--- src/rtl/ifetch_unit.sv ---
// Purpose: RISC-V instruction fetch stage; holds the PC, fetches over req/gnt/rvalid and computes next PC.
// Latency: 3 cycles per instruction minimum (REQ+gnt, WAIT+rvalid, HOLD+ready), +1 per stall cycle.
// Backpressure: request held with stable address until gnt; instruction held until inst_ready retires it.
module ifetch_unit #(
  parameter logic [31:0] RESET_PC = 32'h0000_0000
) (
  input  logic        clk,
  input  logic        rstn,
  output logic        imem_req,
  output logic [31:0] imem_addr,
  input  logic        imem_gnt,
  input  logic        imem_rvalid,
  input  logic [31:0] imem_rdata,
  output logic        inst_valid,
  output logic [31:0] inst,
  output logic [31:0] pc_out,
  input  logic        inst_ready,
  input  logic [2:0]  NPCOp,
  input  logic [31:0] imm,
  input  logic [31:0] alu_res,
  output logic        trap,
  output logic [31:0] instret
);

  typedef enum logic [2:0] {
    IDLE = 3'd0,
    REQ  = 3'd1,
    WAIT = 3'd2,
    HOLD = 3'd3,
    TRAP = 3'd4
  } state_t;

  localparam logic [31:0] NOP = 32'h0000_0013;

  state_t      state;
  logic [31:0] pc_q;
  logic [31:0] inst_q;
  logic        inst_vld_q;
  logic        trap_q;
  logic [31:0] instret_q;
  logic [31:0] npc;

  // JALR clears bit 0 of the target, so alu_res[0] never reaches the PC.
  logic unused_alu_lsb;
  assign unused_alu_lsb = alu_res[0];

  // Next-PC selection from the decoder's NPCOp; unknown codes fall back to sequential.
  always_comb begin
    npc = pc_q + 32'd4;
    case (NPCOp)
      3'b001, 3'b010: npc = pc_q + imm;
      3'b100:         npc = {alu_res[31:1], 1'b0};
      default:        npc = pc_q + 32'd4;
    endcase
  end

  // Fetch FSM: request, wait for response, hold until retire, or park in TRAP.
  always_ff @(posedge clk) begin
    if (!rstn) begin
      state      <= IDLE;
      pc_q       <= RESET_PC;
      inst_q     <= NOP;
      inst_vld_q <= 1'b0;
      trap_q     <= 1'b0;
      instret_q  <= 32'd0;
    end else begin
      case (state)
        IDLE: state <= REQ;
        REQ: begin
          if (imem_gnt) state <= WAIT;
        end
        WAIT: begin
          if (imem_rvalid) begin
            inst_q     <= imem_rdata;
            inst_vld_q <= 1'b1;
            state      <= HOLD;
          end
        end
        HOLD: begin
          if (inst_ready) begin
            instret_q  <= instret_q + 32'd1;
            inst_vld_q <= 1'b0;
            if (npc[1:0] != 2'b00) begin
              trap_q <= 1'b1;
              state  <= TRAP;
            end else begin
              pc_q  <= npc;
              state <= REQ;
            end
          end
        end
        TRAP: begin
          inst_vld_q <= 1'b0;
          trap_q     <= 1'b1;
        end
        default: state <= IDLE;
      endcase
    end
  end

  assign imem_req   = (state == REQ);
  assign imem_addr  = pc_q;
  assign pc_out     = pc_q;
  assign inst       = inst_q;
  assign inst_valid = inst_vld_q;
  assign trap       = trap_q;
  assign instret    = instret_q;

endmodule

--- config.mk ---
export PLATFORM = sky130hd
export DESIGN_NAME = ifetch_unit
export DESIGN_NICKNAME = d
export VERILOG_FILES = /design/src/rtl/ifetch_unit.sv
export SDC_FILE = /design/constraint.sdc
export NUM_CORES = 1
export LEC_CHECK = 0
export BUFFER_PORTS_ARGS = -buffer_cell sky130_fd_sc_hd__buf_2
export CORE_UTILIZATION = 38
export CTS_BUF_LIST = sky130_fd_sc_hd__clkbuf_8
export CTS_CLUSTER_SIZE = 40
export DETAILED_ROUTE_END_ITERATION = 8
export GPL_TIMING_DRIVEN = 0
export REMOVE_ABC_BUFFERS = 1
export SLEW_MARGIN = 40
export SYNTH_ARGS = -nofsm -noshare
export SYNTH_HDL_FRONTEND = slang
export SYNTH_SLANG_ARGS = --single-unit
--- constraint.sdc ---
create_clock -name clk -period 6.1 [get_ports clk]
set_input_delay 0.305 -clock clk [delete_from_list [all_inputs] [get_ports clk]]
set_output_delay 0.305 -clock clk [all_outputs]
set_load 0.05 [all_outputs]
==> results.md, run 1 <==
- Rows: 48
- Synthesized flop and latch total: just over 100
- Overall routing resource usage: a little over a fifth
- Tmin final: approximately 3100 ps
- Post-Syn Area: 6744 µm²
- TritonRoute pass-1 iters: 5
- Fin Clk Skew: 16.18 ps
- Die Ht: between 100 and 150 µm
- Post_cts resized: 0
- Least-Margin Pin Slew: 685.0 ps
- CTS clk-pin slew, worst paths: about 100 ps
- Iter 0 DRT Violations: 313
- Power per Cell Area: 172.9 nW/µm²
- GP Congestion: ~0.86
- Period utilization: between 50% and 60%
- Setup CP Type: register to register
- Area of the core: approximately 17000 µm²
- Full die area: 18280 µm²
- Crit path capture type: register
- Commonest cells after routing, fill and taps aside: 232 x buf_2, 136 x nand2_1, 101 x dfxtp_1
- Post-DP HPWL: 15110 µm
- Vias: slightly below 7k
- Arrival time worst endpoint: about 3400 ps
- Largest net degree at the start of global routing: between 40 and 50
- RSZ-0062 raised after global routing: false
- H-tree Lvls: 3
- Area growth syn-to-layout: 19.65%
- Int Power: ~950 µW
- Layout cells sized above 1: between 20% and 30%
- Seq/Total Area, Yosys: 29.98%
- Nets: around 1.2k
- Post-Synthesis Cells: between 800 and 900
- Flop pwr share: between 40% and 50%
- Synth Area per Inst: roughly 7.7 µm²
- Power share of the clock group: between 30% and 40%
- Relative slew slack: between 50% and 60%
- Required @ worst endpoint: 6410 ps
- Wire length per cell: about 16 µm
- HP Class: primary input to register
- Chip Width: 135.2 µm
- Post-synth top area share: between 20% and 30%
- Setup Buffers After CTS: 0
- Cells after DPL: 1267
- Post-synth top flop: dfxtp_1
- Clock root buffer: clkbuf_8
- Switching power: approximately 440 µW
- First-pass GRT wire length: 31550 µm
- Post-DRT Antenna Nets: 0
- Biggest area consumer among synthesized cells: dfxtp_1
- TritonCTS clock tree: built
- Crit path launch type: register
- Outcome: finished, final reports clean
- Number of I/O pins: about 240
- CTS buffer count: 9
- Clk sink count: roughly 100
- Slew Limit Fails: 0
- VDD IR-drop max: between 0.08 and 0.09 mV
- Initial antenna violation count: 0
- Final setup viols: 0
- Synth unique cells: 72
- N_diodes: 0
- Clk buf depth: 2
- Clock latency at the later pin of the worst-skew pair: 390 ps
- Leakage Power: between 0.003 and 0.004 µW
- Commonest non-fill, non-tap cell in the layout: buf_2
- Vias in the first global route: approximately 6.3k
- Area contributors post-synth: dfxtp_1 30%, nand2_1 7.6%, a21oi_1 7.1%, ha_1 6.1%, o21ai_0 4.2%
- GRT overflow: 0
- Via density: about 5.4
- Max Clk Rate: between 300 and 400 MHz
- Non-Filler Instances: 1282
- Port bufs: about 230
- MaxCap Viol Count: 0
- Final Hold Fails: 0
- Initial Util: 38.99%
- DRC Markers: 0
- Setup TNS Final: 0 ps
- CP max FO: 5
- Comb power frac: between 15 and 20%
- Warnings, synthesis: 0
- Fraction of registers with async set/reset: 0%
- EDFF count, synth: 0
- Sw frac: a little under a third
- Hold Buf Count CTS: 0
- DRT Wirelength: ~20000 µm
-- power by group through the flow --
stage / combinational [µW] / clock (µW) / sequential [µW]
after floorplan: 107 / 0 / 737
after global placement: 240 / 0 / 696
after detailed placement: 249 / 0 / 696
after CTS: 250 / 476 / 681
after global routing: 270 / 500 / 683
final: 250 / 464 / 681
-- cells in the mapped netlist (20+ instances only) --
| library cell | count |
|---|---|
| a21oi_1 | 96 |
| and3_1 | 20 |
| buf_4 | 33 |
| clkbuf_1 | 33 |
| dfxtp_1 | 101 |
| ha_1 | 33 |
| nand2_1 | 137 |
| nand3_1 | 31 |
| nor2_1 | 58 |
| o21ai_0 | 56 |
| xnor2_1 | 32 |
| xor2_1 | 29 |
-- metrics by stage --
step	cell area (µm²)	utilization (%)	setup WS, ps	hold slack [ps]	total power, µW
after floorplan	6301	-	2846	376.8	844.3
after global placement	7749	44.80	1649	439.3	935.9
after detailed placement	7863	45.46	2932	445.5	945.2
after CTS	8066	46.64	2915	118.7	1407
after global routing	8069	46.65	2658	131.9	1454
final	8069	46.65	2965	136.7	1395
-- path summary, 6_finish.rpt --
| check | from | slack [ps] | cells past startpoint | to |
|---|---|---|---|---|
| worst max-delay path | imem_addr[0] | 2960 | 11 | imem_addr[28] |
| worst max register to register | imem_addr[0] | 2960 | 11 | imem_addr[28] |
| worst min register to register | inst[13] | 460 | 2 | inst[13] |
| worst min-delay path | imem_rdata[1] | 140 | 3 | inst[1] |
-- layout make-up --
cell class                      count  area, µm²
Fill cell                        1819       9228
Multi-Input combinational cell    689       4257
Sequential cell                   101       2022
Timing Repair Buffer              239       1254
Tap cell                          225      281.5
Clock buffer                        9      123.9
Clock inverter                      6      80.08
Inverter                           13      51.30
-- logic make-up after synthesis --
family / Yosys count / share of synthesized area [%]
adder cells (fa/ha/maj): 34 / 6.419
buffers and inverters: 90 / 7.291
XOR/XNOR: 61 / 7.922
AND/OR/NAND/NOR: 337 / 24.58
flip-flops: 101 / 29.98
multiplexers: 1 / 0.1484
AO/OA/AOI/OAI: 256 / 23.66
-- flip-flops by register name, indices dropped and copies added (netlist names) --
signal / flops
instret: 32
imem_addr: 32
trap: 1
state: 3
inst: 32
inst_valid: 1
-- worst max-delay path: stages, from the launching register on --
cell and delay [ps]:
dfxtp_1 450, ha_1 200, inv_1 50, fa_1 370, nand2b_1 190, a21oi_1 220
o31a_1 220, a21oi_1 120, o21ai_0 500, a31oi_1 250, a2111o_1 420, o221ai_1 70
-- per-layer routing --
| metal | share of wire, % | GRT usage (%) | vias to the layer above | wire, µm |
|---|---|---|---|---|
| met4 | 1.7 | 7.116 | 0 | 347 |
| li1 | - | - | 3484 | - |
| met1 | 47 | 28.24 | 3162 | 9559 |
| met2 | 46 | 37.29 | 232 | 9490 |
| met5 | 0 | 0 | - | 0 |
| met3 | 5.3 | 2.881 | 23 | 1095 |
(Power assumes the default switching activity.)
==> inputs of run 2 (changes only) <==
==> constraint.sdc (replaced) <==
create_clock -name clk -period 2.95 [get_ports clk]
set_input_delay 0.1475 -clock clk [delete_from_list [all_inputs] [get_ports clk]]
set_output_delay 0.1475 -clock clk [all_outputs]
set_load 0.05 [all_outputs]
==> run 2 against run 1 <==
Effect of this change:
- global-route usage grew 0.52 points
- critical path depth shrank 1
- worst setup slack lost 2800 ps
- critical endpoint is now imem_addr[30]
==> results.md, run 2 (synthesis results as in run 1) <==
- Outcome: finished, final reports clean
- Vias in the first global route: 6517 (+3.2%)
- Worst Setup EP: imem_addr[30]
- Nets: 1223 (+2.7%)
- RSZ-0062 raised after global routing: true
- Rows: 48 (unchanged)
- Period utilization: 95.32% (+44 points)
- MaxCap Viol Count: 0 (unchanged)
- H-tree Lvls: 3 (unchanged)
- Final worst slack: 138.2 ps (-2827 ps)
- CTS clk-pin slew, worst paths: 110 ps (about the same)
- Via density: 5.387 (about the same)
- Least-Margin Pin Slew: 685.0 ps (-0.04154 ps)
- Largest net degree at the start of global routing: 44 (unchanged)
- First-pass GRT wire length: 32370 µm (+2.6%)
- Vias: 7078 (+2.6%)
- Clock root buffer: clkbuf_8
- CP startpoint: imem_addr[0]
- Worst r2r src: imem_addr[0]
- Required @ worst endpoint: 3250 ps (-3160 ps)
- Iter 0 DRT Violations: 313 (unchanged)
- Relative slew slack: 53.99% (about the same)
- Worst path cell trace: ha_1, inv_1, fa_1, nor2b_1, o221a_4, and2_4, o211ai_1, or2_0, o32a_1, o311ai_1
- CP max stage delay: 460 ps (-40 ps)
- Tmin final: 2812 ps (-323.4 ps)
- CTS buffer count: 9 (unchanged)
- Port bufs: 233 (unchanged)
- Critical path's slowest cell: fa_1
- Initial antenna violation count: 0 (unchanged)
- Slew Limit Fails: 0 (unchanged)
- Clk sink count: 101 (unchanged)
- Final Hold Fails: 0 (unchanged)
- Wire length per cell: 16.07 µm (+0.51%)
- Fin Clk Skew: 13.89 ps (-2.288 ps)
- Clock latency at the later pin of the worst-skew pair: 390 ps (about the same)
- Pre-CTS setup slack: -217.8 ps (-3150 ps)
- Setup TNS Final: 0 ps (unchanged)
- Number of I/O pins: 235 (unchanged)
- Die Ht: 135.2 µm (unchanged)
- Leakage Power: 0.003862 µW (+3.8%)
- Area of the core: 17300 µm² (unchanged)
- TritonRoute pass-1 iters: 7 (+2)
- Area growth syn-to-layout: 25.12%
- Post-DP HPWL: 15110 µm (unchanged)
- Crit path capture type: register
- Power per Cell Area: 345.6 nW/µm² (+100%)
- Worst reg-to-reg path cell count: 10 (-1)
- Crit path launch type: register
- VDD IR-drop max: 0.1734 mV (+120%)
- Final setup viols: 0 (unchanged)
- Layout cells sized above 1: 26.54% (+0.80 points)
- HP Class: primary input to register
- Post-DRT Antenna Nets: 0 (unchanged)
- R2r setup slk: 140 ps (-2830 ps)
- Commonest cells after routing, fill and taps aside: 232 x buf_2, 136 x nand2_1, 95 x a21oi_1, 95 x dfxtp_1, 56 x nor2_1
- Final instance area: 8438 µm² (+4.6%)
- Max Clk Rate: 355.6 MHz (+12%)
- GP Congestion: 0.8623 (unchanged)
- Worst r2r dst: imem_addr[30]
- CP max FO: 42 (+37)
- TritonCTS clock tree: built
- Full die area: 18280 µm² (unchanged)
- Clk buf depth: 2 (unchanged)
- Commonest non-fill, non-tap cell in the layout: buf_2
- Arrival time worst endpoint: 3110 ps (-330 ps)
- Setup CP Type: register to register
- Final core occ: 48.78% (+2.1 points)
- Overall routing resource usage: 22.36% (+0.52 points)
- Initial Util: 38.99% (unchanged)
- Chip Width: 135.2 µm (unchanged)
- GRT overflow: 0 (unchanged)
- Area after DPL: 7863 µm² (unchanged)
- N_diodes: 0 (unchanged)
- DRT Wirelength: 21110 µm (+3.0%)
- DRC Markers: 0 (unchanged)
## run 2: where the power goes
| group | internal, µW | leakage, µW | switching, µW |
|---|---|---|---|
| clock network | 404 | 0.0000995 | 551 |
| registers | 1380 | 0.000819 | 24.5 |
| logic | 204 | 0.00294 | 349 |
## run 2: stage by stage
step | power (µW) | hold WS [ps] | std cells
global route | 3040 | 10.39 | 1314
global placement | 1935 | 359.4 | 1261
finish | 2916 | 1.849 | 1314
detailed placement | 1955 | 368.5 | 1267
CTS | 2941 | 0.7681 | 1314
floorplan | 1746 | 219.3 | 803
## run 2: cell type report
| cell class | instances | area [µm²] |
|---|---|---|
| Clock inverter | 6 | 80.08 |
| Timing Repair Buffer | 271 | 1569 |
| Tap cell | 225 | 281.5 |
| Inverter | 13 | 51.30 |
| Sequential cell | 101 | 2032 |
| Fill cell | 1791 | 8859 |
| Clock buffer | 9 | 123.9 |
| Multi-Input combinational cell | 689 | 4300 |
## run 2: worst min-delay path by stage
stage                     cells after the start          start  slack (ps)             to
after floorplan                               1           rstn         220        inst[0]
after global placement                        3  imem_rdata[1]         360        inst[1]
after detailed placement                      3  imem_rdata[1]         370        inst[1]
after CTS                                     3  imem_rdata[0]         0.8        inst[0]
after global routing                          3    alu_res[12]          10  imem_addr[12]
final                                         3  imem_rdata[0]           2        inst[0]
## run 2: critical path, delay by kind of cell (launching register included)
| family | cells | cell delay [ps] |
|---|---|---|
| AO/OA/AOI/OAI | 4 | 770 |
| adder cells (fa/ha/maj) | 2 | 640 |
| buffers and inverters | 1 | 50 |
| flip-flops | 1 | 400 |
| AND/OR/NAND/NOR | 3 | 850 |
## run 2: layer usage
layer  track usage (%)  up-vias  share of wire [%]
met2             38.72      240                 47
li1                  -     3546                  -
met5                 0        -                  0
met3             3.143       20                5.5
met1             28.34     3272                 46
met4             7.366        0                1.4
## run 2: what timing repair did
action / 4_1_cts / 5_1_grt
endpoints found under the hold margin: 30 / 0
pin swaps: 1 / 3
hold buffers: 30 / 0
resized for setup: 4 / 15
setup buffers: 2 / 0
endpoints found under the setup margin: 6 / 9
==> inputs of run 3 (changes only) <==
--- a/config.mk
+++ b/config.mk
@@ -5,11 +5,10 @@
 export SDC_FILE = /design/constraint.sdc
 export NUM_CORES = 1
 export LEC_CHECK = 0
-export BUFFER_PORTS_ARGS = -buffer_cell sky130_fd_sc_hd__buf_2
 export CORE_UTILIZATION = 38
-export CTS_BUF_LIST = sky130_fd_sc_hd__clkbuf_8
 export CTS_CLUSTER_SIZE = 40
 export DETAILED_ROUTE_END_ITERATION = 8
+export DONT_BUFFER_PORTS = 1
 export GPL_TIMING_DRIVEN = 0
 export REMOVE_ABC_BUFFERS = 1
 export SLEW_MARGIN = 40
==> run 3 against run 2 <==
Effect of this change:
- the run now ends with setup timing left
- clock power grew 45%
- core utilization decreased by 2.2 points
- via count shrank 7.4%
- die area is the same
- critical path type unchanged
==> results.md, run 3 (synthesis results as in run 1) <==
- Arrival time worst endpoint: 3180 ps (+70 ps)
- Port bufs: 0 (-100%)
- N_diodes: 0 (unchanged)
- Clock root buffer: clkbuf_16
- Clock latency at the later pin of the worst-skew pair: 360 ps (-30 ps)
- Via density: 5.832 (+8.3%)
- Setup CP Type: register to register
- Iter 0 DRT Violations: 340 (+8.6%)
- Relative slew slack: 54.30% (+0.31 points)
- First-pass GRT wire length: 32820 µm (+1.4%)
- Power share of the clock group: 42.0% (+9.2 points)
- Area growth syn-to-layout: 19.59%
- Least-Margin Pin Slew: 684.6 ps (-0.3842 ps)
- Layout cells sized above 1: 13.24% (-13 points)
- Clk sink count: 101 (unchanged)
- Clk buf depth: 2 (unchanged)
- Tmin final: 2955 ps (+143.5 ps)
- Final Hold Fails: 0 (unchanged)
- HP Class: primary input to register
- Leakage Power: 0.003032 µW (-21%)
- Nets: 1032 (-16%)
- Int Power: 2318 µW (+16%)
- Final setup viols: 1 (+1)
- Number of I/O pins: 235 (unchanged)
- Comb power frac: 12.7% (-6.3 points)
- Commonest cells after routing, fill and taps aside: 136 x nand2_1, 91 x a21oi_1, 68 x dfxtp_1
- Area of the core: 17300 µm² (unchanged)
- Overall routing resource usage: 23.03% (+0.67 points)
- DRT Wirelength: 21440 µm (+1.6%)
- H-tree Lvls: 3 (unchanged)
- Required @ worst endpoint: 3180 ps (-70 ps)
- Initial antenna violation count: 0 (unchanged)
- CTS buffer count: 9 (unchanged)
- Commonest non-fill, non-tap cell in the layout: nand2_1
- Crit path launch type: register
- TritonRoute pass-1 iters: 5 (-2)
- Worst reg-to-reg path cell count: 12 (+2)
- VDD IR-drop max: 0.2513 mV (+45%)
- Sw frac: 29.34% (-2.4 points)
- Post-DRT Antenna Nets: 0 (unchanged)
- Met2 WL: 10240 µm (+2.9%)
- Slew Limit Fails: 0 (unchanged)
- Met3 WL: 1864 µm (+60%)
- Final worst slack: -5.285 ps (-143.5 ps)
- Max Clk Rate: 338.4 MHz (-4.9%)
- Hold Crit Depth: 2 (-1)
- Failing checks: setup timing
- Vias in the first global route: 6271 (-3.8%)
- Power per Cell Area: 406.8 nW/µm² (+18%)
- Outcome: complete, but fails checks
- CP max FO: 5 (-88%)
- Die Ht: 135.2 µm (unchanged)
- Setup TNS Final: -5.285 ps (-5.285 ps)
- Vias: 6555 (-7.4%)
- TritonCTS clock tree: built
- Post-DP HPWL: 14190 µm (-6.1%)
- Rows: 48 (unchanged)
- Chip Width: 135.2 µm (unchanged)
- Fin Clk Skew: 17.01 ps (+3.121 ps)
- Initial Util: 38.99% (unchanged)
- CTS clk-pin slew, worst paths: 80 ps (-30 ps)
- DRC Markers: 0 (unchanged)
- Period utilization: 100.2% (+4.9 points)
- Wire length per cell: 19.08 µm (+19%)
- RSZ-0062 raised after global routing: true
- Hold slack final: 22.76 ps (+20.91 ps)
- Largest net degree at the start of global routing: 55 (+25%)
- Full die area: 18280 µm² (unchanged)
- WL met1: 8764 µm (-9.6%)
- Flop pwr share: 45.4% (-2.9 points)
- GP Congestion: 0.9108 (+5.6%)
- Switching power: 962.7 µW (+4.1%)
- GRT overflow: 0 (unchanged)
- Top sig layer: met4
- MaxCap Viol Count: 0 (unchanged)
- Crit path capture type: register
==> run 3: final cells by class <==
type / count / area (µm²)
fillers: 1691 / 9231
multi-input cells: 691 / 4482
flip-flops and latches: 101 / 2113
repair buffers: 78 / 794.5
well taps: 225 / 281.5
clock buffers: 9 / 225.2
clock inverters: 7 / 117.6
inverters: 13 / 51.30
==> run 3: path summary, 6_finish.rpt <==
path              slack [ps]            end          from
setup / recovery          -5  imem_addr[30]  imem_addr[0]
hold / removal            20   imem_addr[6]    alu_res[6]
setup reg to reg          -5  imem_addr[30]  imem_addr[0]
hold reg to reg          540       state[0]      state[1]
==> run 3: stage by stage <==
stage | setup WS [ps] | power [µW] | area (µm²) | instances | util (%)
after floorplan | -304.0 | 1746 | 6301 | 803 | -
after global placement | -1218 | 1827 | 6583 | 1028 | 38.06
after detailed placement | -611.0 | 1850 | 6749 | 1035 | 39.02
after CTS | 2.908 | 3304 | 7868 | 1116 | 45.49
after global routing | -115.4 | 3420 | 8065 | 1124 | 46.63
final | -5.285 | 3281 | 8065 | 1124 | 46.63
==> run 3: worst max-delay path: stages, from the launching register on <==
cell,delay (ps)
dfxtp_4,590
ha_4,200
inv_1,50
fa_2,340
nand2b_4,170
a21oi_4,150
o31a_1,240
a211o_1,260
nand4_1,130
buf_6,150
a211oi_2,250
o32a_1,210
o311ai_1,90
==> run 3: timing repair <==
action	CTS	global route
endpoints found under the hold margin	63	0
endpoints found under the setup margin	18	13
pin swaps	10	11
buffers inserted	8	8
cloned	2	0
resized for setup	37	24
hold buffers	55	0
==> run 3: power by group through the flow <==
stage | Clock [µW] | Combinational [µW] | Sequential, µW
finish | 1380 | 416 | 1490
global route | 1470 | 454 | 1490
CTS | 1420 | 396 | 1490
detailed placement | 0 | 315 | 1540
global placement | 0 | 293 | 1530
floorplan | 0 | 221 | 1520
==> run 3: layer usage <==
metal | track usage (%) | vias to the layer above
li1 | - | 3180
met1 | 26.87 | 3074
met2 | 39.57 | 269
met3 | 5.686 | 32
met4 | 10.42 | 0
met5 | 0 | -
